`config.mk`:
```
export PLATFORM = sky130hd
export DESIGN_NAME = cla_adder
export DESIGN_NICKNAME = d
export VERILOG_FILES = /design/src/rtl/cla_adder.sv
export SDC_FILE = /design/constraint.sdc
export NUM_CORES = 1
export LEC_CHECK = 0
export ABC_AREA = 1
export ABC_CLOCK_PERIOD_IN_PS = 3100
export CAP_MARGIN = 20
export CORE_MARGIN = 3
export CORE_UTILIZATION = 35
export CTS_CLUSTER_SIZE = 8
export DETAILED_ROUTE_END_ITERATION = 16
export HOLD_SLACK_MARGIN = 0.03
export PLACE_DENSITY = 0.78
export SYNTH_ARGS = -nofsm -noshare
export SYNTH_HDL_FRONTEND = slang
export SYNTH_SLANG_ARGS = --single-unit
```
`constraint.sdc`:
```
create_clock -name clk -period 3.1 [get_ports clk]
set_clock_uncertainty 0.1 [all_clocks]
set_input_delay 0.62 -clock clk [delete_from_list [all_inputs] [get_ports clk]]
set_output_delay 0.62 -clock clk [all_outputs]
set_load 0.03 [all_outputs]
```
`src/rtl/cla_adder.sv`:
```
// 8-bit two-level carry-lookahead adder: per-bit p/g cells, two 4-bit lookahead
// groups joined by a group-level lookahead, plus a registered copy of the sum.

module pg_cell (
  input  logic a,
  input  logic b,
  output logic p,
  output logic g
);
  assign p = a ^ b;
  assign g = a & b;
endmodule

// Flat sum-of-products lookahead for one nibble; c[i] is the carry into bit i.
module cla4 (
  input  logic [3:0] p,
  input  logic [3:0] g,
  input  logic       cin,
  output logic [3:0] c,
  output logic       pg,
  output logic       gg
);
  assign c[0] = cin;
  assign c[1] = g[0] | (p[0] & cin);
  assign c[2] = g[1] | (p[1] & g[0]) | (p[1] & p[0] & cin);
  assign c[3] = g[2] | (p[2] & g[1]) | (p[2] & p[1] & g[0])
              | (p[2] & p[1] & p[0] & cin);

  assign pg = &p;
  assign gg = g[3] | (p[3] & g[2]) | (p[3] & p[2] & g[1])
            | (p[3] & p[2] & p[1] & g[0]);
endmodule

module cla_adder (
  input  logic       clk,
  input  logic       rst_n,
  input  logic [7:0] A,
  input  logic [7:0] B,
  output logic [8:0] S,
  output logic [8:0] S_q,
  output logic [1:0] P_g,
  output logic [1:0] G_g
);
  logic [7:0] p;
  logic [7:0] g;
  logic [7:0] c;

  for (genvar i = 0; i < 8; i++) begin : g_pg
    pg_cell u_pg (
      .a (A[i]),
      .b (B[i]),
      .p (p[i]),
      .g (g[i])
    );
  end

  cla4 u_cla_lo (
    .p   (p[3:0]),
    .g   (g[3:0]),
    .cin (1'b0),
    .c   (c[3:0]),
    .pg  (P_g[0]),
    .gg  (G_g[0])
  );

  // Carry-in is zero, so the high group's carry-in is just the low group's generate.
  cla4 u_cla_hi (
    .p   (p[7:4]),
    .g   (g[7:4]),
    .cin (G_g[0]),
    .c   (c[7:4]),
    .pg  (P_g[1]),
    .gg  (G_g[1])
  );

  assign S[7:0] = p ^ c;
  assign S[8]   = G_g[1] | (P_g[1] & G_g[0]);

  // NOTE: sequential state uses non-blocking assignment so every flop samples
  // pre-edge values regardless of block ordering.
  always_ff @(posedge clk or negedge rst_n) begin
    if (!rst_n) S_q <= '0;
    else        S_q <= S;
  end
endmodule

```
Word level (Yosys, flattened, before mapping)
Index checks and enable logic that the tools add are counted.
Widths: inputs -> output; s select.
{ "totals": {"register_bits": 9, "latchBits": 0, "ram_bits": 0, "rom_bits": 0, "out_inout_bits": 22, "n_memories": 0} }
{ "classes": {"add_sub_neg": 0, "mul": 0, "div_mod_pow": 0, "magnitude_cmp": 0, "n_eq_ne": 0, "shifts": 0, "muxes": 0, "bitwise": 57, "n_reduce_logical": 2} }
{ "ops": {"columns": ["cell", "n"], "rows": [
  ["$and 1x1->1", 32],
  ["$or 1x1->1", 16],
  ["$reduce_and 4->1", 2],
  ["$xor 1x1->1", 8],
  ["$xor 8x8->8", 1]
]} }

Longest topological paths before layout
{ "depth": {"word_depth": 8, "ltp_mapped": 9, "ltp_nobuf": 9} }

By module
A second synthesis with hierarchy kept.
{ "hier_totals": {"cells_unflattened": 103, "area_unflattened_um2": 675.6} }
{ "by_module_without_submodules": {"columns": ["mod", "n_inst", "cells_each", "area_each_um2", "seq_area_each_um2"], "rows": [
  ["cla_adder", 1, 53, 390.4, 225.2],
  ["cla4", 2, 21, 92.6, 0.0],
  ["pg_cell", 8, 1, 12.5, 0.0]
]} }

Worst setup path before layout
No wires, ideal clock.
{ "synth_timing": {"path_kind": "input to output", "startpoint": "input A[3]", "endpoint": "output S[5]", "t_arrival_ps": 2245, "slack_ps": 135, "path_stages": 6, "n_path_buf": 0, "path_cell_list": "ha_1 -> or2_1 -> nand2_2 -> nand2_4 -> fa_1 -> xor2_1"} }
{ "synth_via": {"elab_chain_len": 8} }
{ "synth_rtl": {"columns": ["item", "line", "text"], "rows": [
  ["from (decl)", "37", "input logic [7:0] A,"],
  ["$xor 1x1->1", "10", "assign p = a ^ b;"],
  ["$and 1x1->1 (on tied branches)", "30, 31", null],
  ["$or 1x1->1, or another cell as far along", "30", "assign gg = g[3] | (p[3] & g[2]) | (p[3] & p[2] & g[1])"],
  ["$or 1x1->1 / $and 1x1->1 (equally long branches)", "30, 31", null],
  ["$or 1x1->1 *", "31", "| (p[3] & p[2] & p[1] & g[0]);"],
  ["$and 1x1->1 *", "24", "assign c[1] = g[0] | (p[0] & cin);"],
  ["$or 1x1->1 *", "24", null],
  ["$xor 8x8->8 *", "76", "assign S[7:0] = p ^ c;"],
  ["to (decl)", "39", "output logic [8:0] S,"]
]} }
Mark *: on every way between the ends. The rest lies on a longest branch, timed or not.

Final worst setup path
{ "layout_timing": {"startpoint": "input A[1]", "endpoint": "output S[4]"} }
{ "layout_via": {"elab_chain_len": 5} }
{ "layout_rtl": {"columns": ["item", "line"], "rows": [
  ["$and 1x1->1 / $xor 1x1->1 (equally long branches)", "11, 10"],
  ["$and 1x1->1 (on tied branches)", "30, 31"],
  ["$or 1x1->1 / $and 1x1->1 (equally long branches)", "30, 31"],
  ["$or 1x1->1 *", "31"],
  ["$xor 8x8->8 *", "76"]
]} }
Marked as above.

==> out/qor.txt <==
RSZ-0062 raised after global routing - no
largest registers - S_q (9)
Die Y - 48.1 um
Routed Wire Length - 1310 um
Post-synth top flop - dfrtp_1
startpoint types - primary input
Worst Setup End Kind - output pin
Crit Path Class - in -> out
P&R area growth vs syn - 72.4%
initial antenna violation count - 0
total gr overflow - 0
Hold Slack - 547 ps
Die Span X - 48.1 um
DR vias - 571
Top Family by Delay on Critical Path - adder cells
power share of the combinational group - 56.0%
Tot GR Track Use - 12.6%
period utilization - 97.0%
Max Clk Rate - 333 MHz
WP data required - 2380 ps
TritonCTS clock tree - yes
WP buf/inv - 2
Post-Place Cells - 129
Non-Filler Instances - 134
cell taking the most area after synthesis - dfrtp_1
ant diodes - 0
type of the worst min-delay path - in -> async
Internal Power - 0.311 mW
Net Switching - 0.203 mW
Top reg by flops - S_q
Mapped Area - 621 um^2
clock power share - 16.5%
most common cell in the synthesized netlist - nand2_1
Switching Share - 39.5%
Final Slew Violations - 0
Largest stage delay, worst path - 550 ps
most common library cells after synthesis - nand2_1, dfrtp_1, ha_1, inv_1, buf_4
Seq/Total Area, Yosys - 36.3%
router iterations before antenna repair - 2
Final min period - 3010 ps
Final Wtd Congestion - 0.703
Top Ports - 40
power per cell area - 480 mW/mm^2
fin nets - 139
Residual DRC - 0
CP cell instances - clkdlybuf4s50_1, ha_1, nand4_1, nand2_4, fa_2, buf_6
Syn Area/Cell - 9.26 um^2
# rows - 14
vias in the first global route - 532
Post-Syn Instances - 67
outcome - finished, final reports clean
Relative slew margins - 75.5%
CTS max path bufs - 2
largest cells by area after synthesis - dfrtp_1, ha_1, nand2_1, fa_1, buf_4
register bit count reported by yosys - 9
Post-synth EDFFs - 0
die area - 0.00231 mm^2
DP HPWL - 1180 um
max FFs per register - 9
Port-buffer cells - 39
Sink Count - 9
clk root buf - clkbuf_4
global-route wire length before repair - 1970 um
Vias/cell - 4.26
critical path fanouts, max - 3
Async S/R FF share, synth - 100%
largest net degree at the start of global routing - 10
top-area cell type share of the netlist area - 36.3%
H-tree Lvls - 1
layout cells sized above 1 - 24.5%
Mapped Nets - 95
WP data arrival - 2290 ps
Num CTS Buffers - 3
Core Area - 0.00159 mm^2
WL per Instance - 9.79 um
Starting Density - 38.9%
CP max-delay cell - fa_2
YS warnings - 0
Hold Vio Cnt, Final - 0
FILL cells - 136
P_leak - 0.537 nW
Sequential Power Share - 27.5%
First DRT Iteration DRCs - 6
Max-cap violations - 0
antenna-violating nets left - 0
Clock transition at path regs - 60 ps
synth unique cells - 19
maximum vdd drop - 0.243 mV
Setup-failing EPs final - 0
actual slew at the worst max-slew pin - 366 ps
[cells in the final DEF (no fill, tap or decap), drive strengths merged]
| master | n |
|---|---|
| ha | 8 |
| clkbuf | 4 |
| nand3b | 1 |
| dfrtp | 9 |
| dlygate4sd2 | 4 |
| nor3 | 1 |
| a21oi | 1 |
| xnor2 | 1 |
| buf | 15 |
| o21ai | 1 |
| fa | 2 |
| dlymetal6s2s | 1 |
| inv | 8 |
| nand4 | 1 |
| xor2 | 2 |
| or2 | 1 |
| nand2 | 18 |
| clkdlybuf4s50 | 24 |
| nand3 | 3 |
| nor2 | 5 |
[cells by family after synthesis]
kind of cell / count (synthesis) / share of synthesized area, %
DFF: 9 / 36.3
xor gates and xnor gates: 3 / 4.23
adders and majority gates: 10 / 22.6
AOI/OAI and AO/OA: 2 / 1.61
and+or+nand+nor: 30 / 24.4
buffers and inverters: 13 / 10.9
[cell type report]
cell class	count	area (um^2)	area share, %
clock buffer	4	26.3	2.46
inverter	8	30.0	2.81
multi-input combinational	45	350	32.7
sequential	9	225	21.1
tap	24	30.0	2.81
timing repair buffer	44	408	38.1
[power by group through the flow]
stage / combinational [mW] / sequential [mW] / clock (mW)
2_1_floorplan: 0.121 / 0.187 / 0
3_3_place_gp: 0.277 / 0.144 / 0
3_5_place_dp: 0.281 / 0.143 / 0
4_1_cts: 0.285 / 0.141 / 0.0909
5_1_grt: 0.308 / 0.143 / 0.0934
6_report: 0.288 / 0.141 / 0.0849
[metrics by stage]
step	TNS [ps]	setup WS, ps	power, mW	util [%]	cell area [um^2]
floorplan	0	135	0.308	-	621
global placement	-79.5	-69.4	0.421	63.3	1010
detailed placement	-148	-111	0.425	63.3	1010
CTS	0	4.83	0.517	65.5	1040
global route	0	18.4	0.545	67.1	1070
finish	0	93.9	0.514	67.1	1070
[path summary, 6_finish.rpt]
path | from | to | cells past startpoint
setup / recovery | A[1] | S[4] | 6
hold / removal | rst_n | S_q[5] | 1
max in group asynchronous | rst_n | S_q[4] | 1
min in group clk | A[2] | S_q[3] | 4
[per-layer routing]
metal  share of wire [%]  wire [um]  GRT usage, %  vias to the layer above
li1                    -          -             -                      292
met1                  37        479          12.6                      257
met2                  55        727          22.4                       20
met3                 6.6         86          1.48                        2
met4                 1.4         19          11.3                        0
met5                   0          0             0                        -
[timing repair]
item | 4_1_cts | 5_1_grt
pin swaps | 8 | 2
gates resized for setup | 6 | 4
hold buffers | 0 | 0
setup buffers | 1 | 0
gates cloned | 0 | 0
setup endpoints to repair | 2 | 2
endpoints found under the hold margin | 0 | 0
Note: power is estimated with default switching activity, not from simulation.
